`src/rtl/time_of_day_counter.sv`:
```
// time_of_day_counter: hours/minutes/seconds BCD time-of-day counter.
// Counts seconds from a prescaled tick pulse and provides minute/hour set
// pulses. All digit outputs are registered. A one-cycle day_pulse marks the
// midnight rollover.
//
// Optional build macro: FORMAT_12H_EN selects 12-hour counting (12,01..11)
// with a pm flag. When it is undefined, counting is 24-hour and pm is tied 0.
//
// Ports:
//   clk, rst_n            clock, asynchronous active-low reset
//   tick                  seconds time-base pulse (prescaled by PRESCALE)
//   set_min, set_hour     single-cycle set pulses
//   hour_tens/ones, min_tens/ones, sec_tens/ones   BCD digits
//   pm                    afternoon flag (12-hour build only)
//   day_pulse             one-cycle pulse on midnight rollover
module time_of_day_counter #(
  parameter int unsigned PRESCALE = 1
) (
  input  logic       clk,
  input  logic       rst_n,
  input  logic       tick,
  input  logic       set_min,
  input  logic       set_hour,
  output logic [1:0] hour_tens,
  output logic [3:0] hour_ones,
  output logic [2:0] min_tens,
  output logic [3:0] min_ones,
  output logic [2:0] sec_tens,
  output logic [3:0] sec_ones,
  output logic       pm,
  output logic       day_pulse
);

  localparam int unsigned PW = (PRESCALE > 1) ? $clog2(PRESCALE) : 1;
  localparam logic [PW-1:0] PRE_LAST = PW'(PRESCALE - 1);

`ifdef FORMAT_12H_EN
  localparam logic [1:0] HT_RST = 2'd1;
  localparam logic [3:0] HO_RST = 4'd2;
`else
  localparam logic [1:0] HT_RST = 2'd0;
  localparam logic [3:0] HO_RST = 4'd0;
`endif

  logic [PW-1:0] presc, presc_nxt;
  logic [1:0]    hour_tens_nxt;
  logic [3:0]    hour_ones_nxt;
  logic [2:0]    min_tens_nxt;
  logic [3:0]    min_ones_nxt;
  logic [2:0]    sec_tens_nxt;
  logic [3:0]    sec_ones_nxt;
  logic          day_nxt;
  logic [7:0]    sec_r;
  logic [7:0]    min_r;
  logic [6:0]    hr_r;

  // Modulo-60 BCD increment: {carry, tens, ones}
  function automatic logic [7:0] inc_60(input logic [2:0] t, input logic [3:0] o);
    logic [7:0] r;
    if (o == 4'd9) begin
      if (t == 3'd5) r = {1'b1, 3'd0, 4'd0};
      else           r = {1'b0, 3'(t + 3'd1), 4'd0};
    end else begin
      r = {1'b0, t, 4'(o + 4'd1)};
    end
    return r;
  endfunction

  // Hour BCD increment: {flag, tens, ones}.
  // 24-hour: flag marks the 23 -> 00 wrap. 12-hour: flag marks 11 -> 12 (pm toggle).
  function automatic logic [6:0] hour_inc(input logic [1:0] t, input logic [3:0] o);
    logic [6:0] r;
`ifdef FORMAT_12H_EN
    if (t == 2'd1 && o == 4'd2)      r = {1'b0, 2'd0, 4'd1};
    else if (t == 2'd1 && o == 4'd1) r = {1'b1, 2'd1, 4'd2};
    else if (o == 4'd9)              r = {1'b0, 2'd1, 4'd0};
    else                             r = {1'b0, t, 4'(o + 4'd1)};
`else
    if (t == 2'd2 && o == 4'd3)      r = {1'b1, 2'd0, 4'd0};
    else if (o == 4'd9)              r = {1'b0, 2'(t + 2'd1), 4'd0};
    else                             r = {1'b0, t, 4'(o + 4'd1)};
`endif
    return r;
  endfunction

`ifdef FORMAT_12H_EN
  logic pm_q, pm_nxt;
  assign pm = pm_q;
`else
  assign pm = 1'b0;
`endif

  assign sec_r = inc_60(sec_tens, sec_ones);
  assign min_r = inc_60(min_tens, min_ones);
  assign hr_r  = hour_inc(hour_tens, hour_ones);

  // Next-state: set_min overrides tick; set_hour blocks the minute-to-hour carry
  always_comb begin
    presc_nxt     = presc;
    hour_tens_nxt = hour_tens;
    hour_ones_nxt = hour_ones;
    min_tens_nxt  = min_tens;
    min_ones_nxt  = min_ones;
    sec_tens_nxt  = sec_tens;
    sec_ones_nxt  = sec_ones;
    day_nxt       = 1'b0;
`ifdef FORMAT_12H_EN
    pm_nxt        = pm_q;
`endif

    if (set_min) begin
      presc_nxt    = '0;
      sec_tens_nxt = 3'd0;
      sec_ones_nxt = 4'd0;
      {min_tens_nxt, min_ones_nxt} = min_r[6:0];
    end else if (tick) begin
      if (presc == PRE_LAST) begin
        presc_nxt = '0;
        {sec_tens_nxt, sec_ones_nxt} = sec_r[6:0];
        if (sec_r[7]) begin
          {min_tens_nxt, min_ones_nxt} = min_r[6:0];
          if (min_r[7] && !set_hour) begin
            {hour_tens_nxt, hour_ones_nxt} = hr_r[5:0];
`ifdef FORMAT_12H_EN
            if (hr_r[6]) begin
              pm_nxt  = ~pm_q;
              day_nxt = pm_q;
            end
`else
            day_nxt = hr_r[6];
`endif
          end
        end
      end else begin
        presc_nxt = PW'(presc + PW'(1));
      end
    end

    if (set_hour) begin
      {hour_tens_nxt, hour_ones_nxt} = hr_r[5:0];
`ifdef FORMAT_12H_EN
      if (hr_r[6]) pm_nxt = ~pm_q;
`endif
    end
  end

  // State registers
  always_ff @(posedge clk or negedge rst_n) begin
    if (!rst_n) begin
      presc     <= '0;
      hour_tens <= HT_RST;
      hour_ones <= HO_RST;
      min_tens  <= 3'd0;
      min_ones  <= 4'd0;
      sec_tens  <= 3'd0;
      sec_ones  <= 4'd0;
      day_pulse <= 1'b0;
`ifdef FORMAT_12H_EN
      pm_q      <= 1'b0;
`endif
    end else begin
      presc     <= presc_nxt;
      hour_tens <= hour_tens_nxt;
      hour_ones <= hour_ones_nxt;
      min_tens  <= min_tens_nxt;
      min_ones  <= min_ones_nxt;
      sec_tens  <= sec_tens_nxt;
      sec_ones  <= sec_ones_nxt;
      day_pulse <= day_nxt;
`ifdef FORMAT_12H_EN
      pm_q      <= pm_nxt;
`endif
    end
  end

endmodule

```
`config.mk`:
```
export PLATFORM = sky130hd
export DESIGN_NAME = time_of_day_counter
export DESIGN_NICKNAME = d
export VERILOG_FILES = /design/src/rtl/time_of_day_counter.sv
export SDC_FILE = /design/constraint.sdc
export NUM_CORES = 1
export LEC_CHECK = 0
export CORE_ASPECT_RATIO = 0.75
export CORE_UTILIZATION = 52
export DETAILED_ROUTE_END_ITERATION = 10
export PLACE_DENSITY = 0.83
export SYNTH_ARGS = -nofsm -noshare
export SYNTH_HDL_FRONTEND = slang
export SYNTH_SLANG_ARGS = --single-unit
export TNS_END_PERCENT = 5
```
`constraint.sdc`:
```
create_clock -name clk -period 3.15 [get_ports clk]
set_input_delay 0.63 -clock clk [delete_from_list [all_inputs] [get_ports clk]]
set_output_delay 0.63 -clock clk [all_outputs]
set_load 0.01 [all_outputs]
```
==> run metrics <==
weighted congestion at the end of routability-driven global placement 0.901; routed vias 902; number of H-tree levels 1; total core area around 2000 µm²; clock sinks 21; Final ANT Viol Nets 0; root buffer selected by CTS clkbuf_4; Worst Path Arrival 2.41 ns; number of global-route vias before repair roughly 800; Die Span Y between 40 and 50 µm; total grt overflow 0; ratio of total power to cell area about 730 nW/µm²; Pleak 0.576 nW; Clock Power Share 0.128; Post-DP HPWL between 1.5 and 2 mm; post-synthesis cell type count 34; number of placement rows 14; portion of the post-synthesis area used by sequential elements 0.474; CP peak stage delay 0.68 ns; final period utilization 0.692; Horiz. Die Dim 55.3 µm; number of gates resized after cts 0; violation count after the first detailed-routing iteration 9; switching share of total power 0.363; number of setup buffers added after CTS 0; number of detailed-route iterations in the first pass 4; synthesis warning total 0; syn nets between 100 and 150; final hold vios 0; TritonCTS buffer count 3; input/output buffers 25; proportion of layout cells with a drive suffix above 1 0.0791; number of antenna diodes 0; WL per Instance 13.1 µm; minimum clock period 2.18 ns; Slew HR 0.401; drt drc 0; Worst Setup End Kind flip-flop; number of setup violations in the final report 0; critical path type input port to flip-flop; worst supply voltage drop on vdd 0.538 mV; Post-Route WL about 2.1 mm; Area growth, synth to finish 26.2%; wire length of the first global-routing pass 3.50 mm; slowest stage cell on the critical path clkdlybuf4s50_1; top cell type's share of synthesized area 0.474; antenna violations before repair 0; setup repair after global routing missed its margin no; CTS tree built; total net switching power 368 µW; Fin Hold WS 0.515 ns; floorplan die area about 2300 µm²; share of synthesized registers carrying an async set or reset 1.00; maximum clock path buffer count 2; worst slew pin tran about 0.9 ns; number of synthesized flops with an enable pin 0; library cell with the highest instance count after synthesis dfrtp_1; synthesized area divided by synthesized cell count ~9.8 µm²; vias per inst around 5.5; cell type group with the largest total delay on the critical path buffers and inverters; leading register cell type out of synthesis dfrtp_1; part of the power in registers 0.457; Post-Route Skew approximately 0.0096 ns; CTS Hold Buffers Added 0; number of maximum-capacitance violations 0; maximum clock rate roughly 460 MHz; largest fanout on the critical path 8; HP Class flip-flop to flip-flop; number of buffers and inverters on the critical path 1; result of the run finished clean; boundary pin count 27; final setup TNS 0 ns; count of pins over their slew limit 0; net count of the finished layout 150; Cells after Synth 113; cell types occupying the most area after synthesis dfrtp_1 47%, o21ai_0 5.9%, ha_1 5.6%, nand2_1 4.1%, nor2_1 3.4%; leading post-synthesis cells by instance count 21 x dfrtp_1, 13 x o21ai_0, 12 x nand2_1; post-synthesis sequential element count 21; cell internal power dissipation about 650 µW; maximum number of pins on one net before global-route repair 22; Total Routing Usage GR 0.199; post-CTS clock slew at the launch and capture registers of the worst setup and hold paths ~0.10 ns; Startpoint Class input port; combinational share of power 0.415; CP cell instances clkdlybuf4s50_1, nand3_4, o31a_1, or3_1, o21ai_0; Worst EP required around 3.4 ns; Skew-Pair Late Insertion Delay 0.31 ns; cell type with the highest aggregate area in the netlist dfrtp_1; Syn Std Cell Area approximately 1100 µm²; Initial Util 0.550
-- through the flow --
stage	power [mW]	cell area, µm²	utilization	cells	worst slack, ns
6_report	1.02	1400	0.694	163	0.970
3_3_place_gp	0.879	1370	0.681	159	0.675
2_1_floorplan	0.668	1110	-	113	1.19
4_1_cts	1.03	1400	0.694	163	0.983
3_5_place_dp	0.892	1370	0.681	159	0.659
5_1_grt	1.09	1400	0.694	163	0.860
-- power groups by stage --
stage               clock, mW  combinational, mW  sequential, mW
floorplan                   0              0.181           0.487
CTS                     0.135              0.427           0.464
global route            0.144              0.465           0.479
detailed placement          0              0.424           0.468
finish                  0.130              0.422           0.464
global placement            0              0.413           0.465
-- sequential cells by signal, summed over array words and instances, names as in the netlist --
name,count
hour_tens,2
min_tens,3
sec_tens,3
sec_ones,4
min_ones,4
hour_ones,4
day_pulse,1
-- routing by layer --
layer | vias to the layer above | global-route usage | part of all wire
met5 | - | 0 | 0
met4 | 0 | 0.0450 | 0.0080
met3 | 3 | 0.0679 | 0.053
met2 | 25 | 0.316 | 0.43
met1 | 427 | 0.267 | 0.51
li1 | 447 | - | -
-- placed cells by master, fill, tap and decap left out, types with 2 or more instances in the layout --
master,count
nand2_1,12
ha_1,5
clkbuf_4,3
xnor2_1,3
mux2i_1,2
nor2b_1,2
mux2_2,2
or3_1,4
inv_1,7
nand3_1,3
nand3b_1,2
nor2_1,10
clkdlybuf4s50_1,25
a21oi_1,6
dfrtp_1,21
o21ai_0,13
o31ai_1,2
-- path summary, 6_finish.rpt --
check / from / end / slack, ns / cells past startpoint
hold reg to reg: hour_tens[0]$_DFFE_PN0P_ / hour_tens[0]$_DFFE_PN0P_ / 0.52 / 1
min in group asynchronous: rst_n / min_ones[3]$_DFFE_PN0P_ / 0.81 / 1
hold / removal: hour_tens[0]$_DFFE_PN0P_ / hour_tens[0]$_DFFE_PN0P_ / 0.52 / 1
setup / recovery: tick / hour_tens[0]$_DFFE_PN0P_ / 0.97 / 5
setup reg to reg: sec_ones[0]$_DFFE_PN0P_ / hour_tens[0]$_DFFE_PN0P_ / 1.03 / 6
max in group asynchronous: rst_n / min_ones[0]$_DFFE_PN0P_ / 1.79 / 1
-- cell families after synthesis --
family / synth area share
DFF: 0.474
xor gates and xnor gates: 0.0316
adders and majority gates: 0.0564
and+or+nand+nor: 0.212
AOI/OAI and AO/OA: 0.146
muxes: 0.0384
buffers and inverters: 0.0384
other: 0.00338
-- final cells by class --
class	count	area [µm²]
Timing Repair Buffer	25	250
Inverter	7	26.3
Clock buffer	4	26.3
Multi-Input combinational cell	82	541
Fill cell	164	616
Tap cell	24	30.0
Sequential cell	21	526
(Power assumes the default switching activity.)
